$ cat src/rtl/rgb_downconvert.sv
// rgb_downconvert: streaming RGB888 -> RGB565 converter with a two-stage
// valid/ready pipeline and per-channel rounding with saturation.
// Optional ordered dither: define RGB_DOWNCONVERT_DITHER_EN to replace the
// fixed rounding offset with a 2x2 Bayer threshold indexed by pixel parity.
module rgb_downconvert #(
  parameter bit ROUND           = 1'b1,
  parameter bit BYPASS_ON_RESET = 1'b0
) (
  input  logic        clk,
  input  logic        reset,
  input  logic [23:0] in_rgb888,
  input  logic        in_sof,
  input  logic        in_eol,
  input  logic        in_valid,
  output logic        in_ready,
  output logic [15:0] out_rgb565,
  output logic        out_sof,
  output logic        out_eol,
  output logic        out_valid,
  input  logic        out_ready
);

  localparam int unsigned IN_W  = 24;
  localparam int unsigned OUT_W = 16;
  localparam int unsigned CH_W  = 8;
  localparam int unsigned OFF_W = 3;

  // Add the offset in 9 bits, shift to 5 bits, clamp to 31 on overflow.
  function automatic logic [4:0] conv5(input logic [CH_W-1:0] v,
                                       input logic [OFF_W-1:0] off);
    logic [CH_W:0] s;
    logic [5:0]    q;
    s = {1'b0, v} + 9'(off);
    q = s[8:3];
    if (s[8] || (q > 6'd31)) conv5 = 5'd31;
    else                     conv5 = q[4:0];
  endfunction

  // Add the offset in 9 bits, shift to 6 bits, clamp to 63 on overflow.
  function automatic logic [5:0] conv6(input logic [CH_W-1:0] v,
                                       input logic [OFF_W-1:0] off);
    logic [CH_W:0] s;
    logic [6:0]    q;
    s = {1'b0, v} + 9'(off);
    q = s[8:2];
    if (s[8] || (q > 7'd63)) conv6 = 6'd63;
    else                     conv6 = q[5:0];
  endfunction

  logic [CH_W-1:0] r8, g8, b8;
  logic [OUT_W-1:0] pix565;

  logic settle;
  logic x_par, y_par, f_par;

  logic             s1_valid;
  logic [OUT_W-1:0] s1_rgb;
  logic             s1_sof;
  logic             s1_eol;

  logic s2_load;
  logic s1_adv;
  logic in_fire;

  assign r8 = in_rgb888[IN_W-1:16];
  assign g8 = in_rgb888[15:8];
  assign b8 = in_rgb888[7:0];

  // Handshake: S2 takes a word when empty or draining; S1 moves when S2 does.
  assign s2_load  = !out_valid || out_ready;
  assign s1_adv   = !s1_valid || s2_load;
  assign in_ready = !settle && s1_adv;
  assign in_fire  = in_valid && in_ready;

`ifdef RGB_DOWNCONVERT_DITHER_EN
  logic             x_cur, y_cur, f_cur;
  logic [1:0]       idx;
  logic [OFF_W-1:0] rb_off, g_off;

  // Parity of the pixel on the input; sof pixels sit at x=0,y=0 of the new
  // frame, whose parity is the pre-toggle f_par (later pixels see ~f_par).
  always_comb begin
    x_cur  = in_sof ? 1'b0 : x_par;
    y_cur  = in_sof ? 1'b0 : y_par;
    f_cur  = in_sof ? f_par : ~f_par;
    idx    = {y_cur ^ f_cur, x_cur};
    rb_off = 3'd0;
    g_off  = 3'd0;
    case (idx)
      2'd0: begin rb_off = 3'd0; g_off = 3'd0; end
      2'd1: begin rb_off = 3'd4; g_off = 3'd2; end
      2'd2: begin rb_off = 3'd6; g_off = 3'd3; end
      default: begin rb_off = 3'd2; g_off = 3'd1; end
    endcase
  end

  // Dithered conversion with saturation.
  always_comb begin
    pix565 = {conv5(r8, rb_off), conv6(g8, g_off), conv5(b8, rb_off)};
  end
`else
  // Fixed round-to-nearest with saturation, or plain truncation.
  always_comb begin
    if (ROUND) pix565 = {conv5(r8, 3'd4), conv6(g8, 3'd2), conv5(b8, 3'd4)};
    else       pix565 = {r8[7:3], g8[7:2], b8[7:3]};
  end
`endif

  // One-cycle input hold-off after reset release when configured.
  always_ff @(posedge clk or posedge reset) begin
    if (reset) settle <= BYPASS_ON_RESET;
    else       settle <= 1'b0;
  end

  // Pixel/line/frame parity, advanced on every accepted pixel.
  always_ff @(posedge clk or posedge reset) begin
    if (reset) begin
      x_par <= 1'b0;
      y_par <= 1'b0;
      f_par <= 1'b0;
    end else if (in_fire) begin
      if (in_sof) begin
        f_par <= ~f_par;
        x_par <= ~in_eol;
        y_par <= in_eol;
      end else if (in_eol) begin
        x_par <= 1'b0;
        y_par <= ~y_par;
      end else begin
        x_par <= ~x_par;
      end
    end
  end

  // Stage 1: converted pixel plus sideband.
  always_ff @(posedge clk or posedge reset) begin
    if (reset) begin
      s1_valid <= 1'b0;
      s1_rgb   <= '0;
      s1_sof   <= 1'b0;
      s1_eol   <= 1'b0;
    end else if (s1_adv) begin
      s1_valid <= in_fire;
      if (in_fire) begin
        s1_rgb <= pix565;
        s1_sof <= in_sof;
        s1_eol <= in_eol;
      end
    end
  end

  // Stage 2: output register, held while downstream stalls.
  always_ff @(posedge clk or posedge reset) begin
    if (reset) begin
      out_valid  <= 1'b0;
      out_rgb565 <= '0;
      out_sof    <= 1'b0;
      out_eol    <= 1'b0;
    end else if (s2_load) begin
      out_valid <= s1_valid;
      if (s1_valid) begin
        out_rgb565 <= s1_rgb;
        out_sof    <= s1_sof;
        out_eol    <= s1_eol;
      end
    end
  end

endmodule

$ cat config.mk
export PLATFORM = sky130hd
export DESIGN_NAME = rgb_downconvert
export DESIGN_NICKNAME = d
export VERILOG_FILES = /design/src/rtl/rgb_downconvert.sv
export SDC_FILE = /design/constraint.sdc
export NUM_CORES = 1
export LEC_CHECK = 0
export CORE_MARGIN = 5
export CORE_UTILIZATION = 35
export CTS_CLUSTER_DIAMETER = 30
export DETAILED_ROUTE_END_ITERATION = 16
export GPL_ROUTABILITY_DRIVEN = 0
export PLACE_DENSITY = 0.71
export SLEW_MARGIN = 20
export SYNTH_ARGS = -nofsm -noshare
export SYNTH_HDL_FRONTEND = slang
export SYNTH_SLANG_ARGS = --single-unit
$ cat constraint.sdc
create_clock -name clk -period 2 [get_ports clk]
set_input_delay 0.6 -clock clk [delete_from_list [all_inputs] [get_ports clk]]
set_output_delay 0.6 -clock clk [all_outputs]
set_load 0.1 [all_outputs]
==> results of run 1 <==
[layout by cell type, fill, tap and decap left out, types with 2 or more instances in the layout]
cell type                          n
sky130_fd_sc_hd__a21boi_0          2
sky130_fd_sc_hd__a21oi_1           3
sky130_fd_sc_hd__a31o_2            2
sky130_fd_sc_hd__a31oi_1           6
sky130_fd_sc_hd__and2_1            2
sky130_fd_sc_hd__buf_12           22
sky130_fd_sc_hd__buf_4            17
sky130_fd_sc_hd__clkbuf_8          6
sky130_fd_sc_hd__clkdlybuf4s50_1  23
sky130_fd_sc_hd__dfrtp_1          37
sky130_fd_sc_hd__ha_1              3
sky130_fd_sc_hd__inv_1             2
sky130_fd_sc_hd__mux2_2           25
sky130_fd_sc_hd__nand2_1           5
sky130_fd_sc_hd__nand2b_1          3
sky130_fd_sc_hd__nand3_1           7
sky130_fd_sc_hd__nor2_1            2
sky130_fd_sc_hd__nor2b_1           2
sky130_fd_sc_hd__o211ai_1          3
sky130_fd_sc_hd__o21bai_1          2
sky130_fd_sc_hd__o22a_1            7
sky130_fd_sc_hd__or3_1             2
sky130_fd_sc_hd__xnor2_1           3
[metal layers]
layer | GRT usage, % | vias to the layer above
met5 | 0 | -
met4 | 4.05 | 0
met3 | 5.27 | 4
met2 | 20.1 | 39
met1 | 15.6 | 650
li1 | - | 633
[through the flow]
step / hold WS [ps] / cell area, um2 / setup TNS [ps] / setup WS, ps / utilization [%]
2_1_floorplan: 466 / 1740 / 0 / 9.88 / -
3_3_place_gp: 483 / 2590 / -32.9 / -17.9 / 54.2
3_5_place_dp: 487 / 2590 / -72.4 / -42.7 / 54.2
4_1_cts: 497 / 2680 / 0 / 202 / 56.1
5_1_grt: 508 / 2680 / 0 / 181 / 56.1
6_report: 496 / 2680 / 0 / 211 / 56.1
[layout make-up]
cell class / count / share of cell area [%]
Clock buffer: 6 / 3.08
Sequential cell: 38 / 35.5
Timing Repair Buffer: 63 / 30.1
Inverter: 2 / 0.280
Tap cell: 67 / 3.13
Multi-Input combinational cell: 91 / 27.9
[report_power, final]
part | internal (uW) | leakage [uW] | switching (uW)
clock | 266 | 0.0000431 | 243
combinational | 626 | 0.000649 | 950
sequential | 928 | 0.000432 | 139
[synthesized netlist by cell type (2+ instances only)]
library cell,instances
sky130_fd_sc_hd__ha_1,3
sky130_fd_sc_hd__a31o_2,2
sky130_fd_sc_hd__or3_1,2
sky130_fd_sc_hd__dfrtp_1,38
sky130_fd_sc_hd__mux2_2,25
sky130_fd_sc_hd__nor2b_1,2
sky130_fd_sc_hd__a21boi_0,2
sky130_fd_sc_hd__nand2_1,5
sky130_fd_sc_hd__and2_1,2
sky130_fd_sc_hd__buf_6,2
sky130_fd_sc_hd__nor2_1,2
sky130_fd_sc_hd__xnor2_1,3
sky130_fd_sc_hd__inv_1,2
sky130_fd_sc_hd__o211ai_1,3
sky130_fd_sc_hd__a31oi_1,6
sky130_fd_sc_hd__o22a_1,7
sky130_fd_sc_hd__o21bai_1,2
sky130_fd_sc_hd__nand3_1,7
sky130_fd_sc_hd__nand2b_1,3
sky130_fd_sc_hd__a21oi_1,3
[worst max-delay path: cells and delay by family]
family | cells | cell delay, ps
buffers and inverters | 2 | 410
and+or+nand+nor | 1 | 170
[logic make-up after synthesis]
| logic type | after synthesis |
|---|---|
| compound gates | 29 |
| fa+ha+maj | 3 |
| xor+xnor | 4 |
| mux | 25 |
| flops | 38 |
| simple gates | 30 |
| buf+inv | 5 |
[worst max-delay path by stage]
stage,endpoint,slack [ps],depth (start not counted)
final,in_ready,210,3
after global routing,in_ready,180,3
after CTS,in_ready,200,3
after detailed placement,s1_rgb[4]$_DFFE_PP0P_,-40,4
after global placement,s1_rgb[4]$_DFFE_PP0P_,-20,4
after floorplan,s1_rgb[4]$_DFFE_PP0P_,10,5
[registers in the layout (all words and copies together), names as in the netlist]
signal and cells:
out_eol 1, out_rgb565 16, out_sof 1, out_valid 1, s1_eol 1, s1_rgb 16
s1_sof 1, s1_valid 1
[repair_timing]
action                     4_1_cts  5_1_grt
hold endpoints to repair         0        0
setup endpoints to repair        1        0
resized for setup                1        0
buffers inserted                 1        0
==> impl_metrics.ini, run 1 <==
[synth]
post_synth_and_or_nand_nor_area_fraction_pct = 10.3
synthMuxAreaShare_pct = 16.2
share_of_synthesized_area_occupied_by_flip_flops_and_latches_pct = 54.7
per_instance_average_area_after_synthesis_um2 = 13.0
yosys.area_share.xor_xnor_pct = 2.02
netlist.top_cell.by_area = sky130_fd_sc_hd__dfrtp_1
edff_count_synth = 0
mappedNetlistArea_um2 = 1740
synth_fa_ha_area_share_pct = 2.16
synth_top_area_share_pct = 54.7
synth_nets = 167
yosys_warning_total = 0
synthCells = 134
synth.distinct_cells = 33
postSynth.topFlopCell = sky130_fd_sc_hd__dfrtp_1
synth_seq_cells = 38
synth_top_family_by_area = multiplexers
synth_area_leaders = sky130_fd_sc_hd__dfrtp_1 55%, sky130_fd_sc_hd__mux2_2 16%, sky130_fd_sc_hd__o22a_1 3.5%
share_of_flip_flops_with_an_asynchronous_set_or_reset_pct = 100
synth-compound-area-share_pct = 12.5

[grt]
remaining_global_route_overflow = 0
number_of_global_route_vias_before_repair = 1349
antenna_found_initial = 0
pin_count_of_the_biggest_net_entering_global_routing = 35
gr-usage-all-layers_pct = 12.7
grt_pass1_wl_mm = 6.29

[detailed_routing]
route.antenna.remaining_nets = 0
dr.max_layer_used = met4
number_of_vias_in_the_routed_layout = 1326
drt_first_iter_violations = 25
via_per_inst = 4.97
detail_route.drc_violations = 0
drt_pass1_iterations = 4
met1Wirelength_mm = 1.60
met3_wirelength_um = 311
dr_wl_met2_mm = 1.74
routedWlPerCell_um = 13.8
drt_wl_total_mm = 3.69

[clock_tree]
clk_latency_ps = 280
clk_pin_slew_worst_paths_ps = 70
clock_sinks = 38
cts_htree_levels = 2
cts-buffers-inserted = 5
clk_path_buf_depth = 2
cts_hold_buffers = 0
clk_root_buffer_cell = sky130_fd_sc_hd__clkbuf_8
tritoncts = yes

[sta]
setup_repair_after_global_routing_missed_its_margin = no
skew_ps = 5.07
timing.fmax_mhz = 559
setup_viol_count_final = 0
timing.slew.headroom_pct = 80.2
worst_pin_slew_ps = 293
final.min_clock_period_ps = 1790
timing.final.hold_violations = 0
timing.final.max_slew_violations = 0
layout_worst_path_cycle_share_pct = 89.5

[final_layout]
syn2layout_area_growth_pct = 54.4
seqCellArea_um2 = 952
antenna_cells_inserted = 0
final_cell_count_no_fill = 267
multi_input_gate_area_um2 = 749
final_net_count = 234
num-fill-cells = 411
layout-drive-gt1-share_pct = 38.0

[setup_path]
reg2reg_to = s1_rgb[10]$_DFFE_PP0P_
critPathCaptureType = primary output
critPathLaunchType = primary input
worstSetupPathType = in2out
ff2ff_setup_slack_ps = 610
worst_setup_path_startpoint = out_ready
critical_path.cell_chain = dlygate4sd2_1 > nand3b_4 > buf_12
cp_slowest_cell = sky130_fd_sc_hd__dlygate4sd2_1
worst_r2r_startpoint = out_valid$_DFFE_PP0P_
worst_ep_arrival_time_ps = 1190
critPathMaxStageDelay_ps = 240
worst-r2r-cell-count = 5
cp_max_fo = 2
worst_path_required_time_ps = 1400

[placement]
dp.cells = 260
placement.io_buffers = 44
dpl.hpwl_mm = 2.84

[status]
outcome = completed

[min_path]
hp-start = s1_rgb[4]$_DFFE_PP0P_
holdCritPathClass = reg2reg
whs_endpoint = out_rgb565[4]$_DFFE_PP0P_
min_path_cells = 1

[floorplanning]
floorplan.io_pins = 50
die_height_um = 80.5
floorplan.die_area_um2 = 6470
design.core.area_um2 = 4790
initial_core_util_pct = 36.3
die_w_um = 80.5
row_count = 25

[pwr]
final_total_pwr_uw = 3150
ir_drop_uv = 731
powerDensity_nw_per_um2 = 1180
p_leak_uw = 0.00112

[run]
max-cap-violations = 0
(Power assumes the default switching activity.)
==> inputs of run 2 (changes only) <==
- CORE_UTILIZATION: 35 -> 33
- PLACE_DENSITY: 0.71 -> 0.68
==> run 2 against run 1 <==
  * Total power grew 1.0%
  * Clock power rose by 5.7%
  * Fmax is 0.10% higher
  * Non-clock buffer count increased by 4
  * Sequential share of layout area fell by 0.60 points
  * Die area increased by 5.3%
  * Via count decreased by 0.38%
  * Sequential cell count unchanged
  * Cell count is 3.4% higher
  * Hold slack gained 5.0 ps
  * Highest routed layer unchanged
==> impl_metrics.ini, run 2 (synthesized netlist as in run 1, its figures left out) <==
[status]
outcome = completed

[sta]
timing.fmax_mhz = 559
layout_worst_path_cycle_share_pct = 89.4
timing.slew.headroom_pct = 77.2
setup_viol_count_final = 0
setup_slack_ps = 213
setup-tns-final_ps = 0
holdWs_ps = 501
timing.final.hold_violations = 0
timing.final.max_slew_violations = 0
final.min_clock_period_ps = 1790
worst_pin_slew_ps = 337
setup_repair_after_global_routing_missed_its_margin = no
skew_ps = 3.23

[final_layout]
seqCellArea_um2 = 952
mostFrequentLayoutCells = 37 x sky130_fd_sc_hd__dfrtp_1, 25 x sky130_fd_sc_hd__mux2_2, 23 x sky130_fd_sc_hd__clkdlybuf4s50_1
reg_top3 = out_rgb565 (16), s1_rgb (16)
final_net_count = 238
antenna_cells_inserted = 0
multi_input_gate_area_um2 = 749
finish.instance_area_um2 = 2730
mostFrequentLayoutCell = sky130_fd_sc_hd__dfrtp_1
num-fill-cells = 447
layout-drive-gt1-share_pct = 39.8
syn2layout_area_growth_pct = 57.0

[placement]
placement.setup.worst_slack_ps = -39.2
placed_cell_area_um2 = 2630
placement.io_buffers = 44
dpl.hpwl_mm = 2.81

[setup_path]
worst_ep_arrival_time_ps = 1190
worstSetupPathType = in2out
worst_path_required_time_ps = 1400
cp_max_fo = 2
critPathLaunchType = primary input
critPathCaptureType = primary output

[detailed_routing]
number_of_vias_in_the_routed_layout = 1321
route.antenna.remaining_nets = 0
routedWlPerCell_um = 13.5
via_per_inst = 4.79
detail_route.drc_violations = 0
drt_wl_total_mm = 3.72
drt_first_iter_violations = 43
drt_pass1_iterations = 4

[clock_tree]
clk_root_buffer_cell = sky130_fd_sc_hd__clkbuf_8
tritoncts = yes
clk_latency_ps = 280
cts_hold_buffers = 0
clk_pin_slew_worst_paths_ps = 70
clk_path_buf_depth = 2
cts-buffers-inserted = 5
cts_htree_levels = 2
clock_sinks = 38

[floorplanning]
floorplan.io_pins = 50
die_height_um = 82.6
initial_core_util_pct = 34.0
floorplan.die_area_um2 = 6820
design.core.area_um2 = 5110
row_count = 26
die_w_um = 82.6

[grt]
remaining_global_route_overflow = 0
gr-usage-all-layers_pct = 12.1
grt_pass1_wl_mm = 6.24
antenna_found_initial = 0
pin_count_of_the_biggest_net_entering_global_routing = 39
number_of_global_route_vias_before_repair = 1351

[pwr]
final_total_pwr_uw = 3180
powerDensity_nw_per_um2 = 1170
ir_drop_uv = 469
p_leak_uw = 0.00115

[min_path]
holdCritPathClass = reg2reg

[run]
max-cap-violations = 0
run 2: per-layer routing:
layer | share of wire, % | global-route usage (%) | wire (um)
met1 | 44 | 15.9 | 1650
met2 | 47 | 18.9 | 1740
met3 | 8.6 | 4.56 | 319
met4 | 0.48 | 3.10 | 18
met5 | 0 | 0 | 0
run 2: worst max-delay path: stages:
cell,delay (ps)
sky130_fd_sc_hd__dlygate4sd2_1,240
sky130_fd_sc_hd__nand3b_4,170
sky130_fd_sc_hd__buf_12,170
run 2: worst paths after layout:
kind,startpoint,to,slack [ps],cells after the start
max,out_ready,in_ready,210,3
min,s1_rgb[4]$_DFFE_PP0P_,out_rgb565[4]$_DFFE_PP0P_,500,1
max reg2reg,out_valid$_DFFE_PP0P_,s1_rgb[7]$_DFFE_PP0P_,620,4
min reg2reg,s1_rgb[4]$_DFFE_PP0P_,out_rgb565[4]$_DFFE_PP0P_,500,1
max in group asynchronous,reset,out_valid$_DFFE_PP0P_,1120,3
min in group asynchronous,reset,out_eol$_DFFE_PP0P_,670,3
run 2: final cells by class:
class                           count  area share [%]
Clock buffer                        6            3.03
Clock inverter                      2           0.459
Inverter                            2           0.275
Multi-Input combinational cell     91            27.5
Sequential cell                    38            34.9
Tap cell                           70            3.21
Timing Repair Buffer               67            30.7
run 2: stage by stage:
step	std cells	utilization, %
2_1_floorplan	134	-
3_3_place_gp	267	51.4
3_5_place_dp	267	51.4
4_1_cts	276	53.4
5_1_grt	276	53.4
6_report	276	53.4
run 2: power breakdown:
part	internal [uW]	switching [uW]	leakage (uW)
registers	928	138	0.000432
logic	631	950	0.000668
clock network	277	261	0.0000472
run 2: timing repair:
item / 4_1_cts / 5_1_grt
resized for setup: 1 / 0
buffers inserted: 1 / 0
setup endpoints to repair: 1 / 0
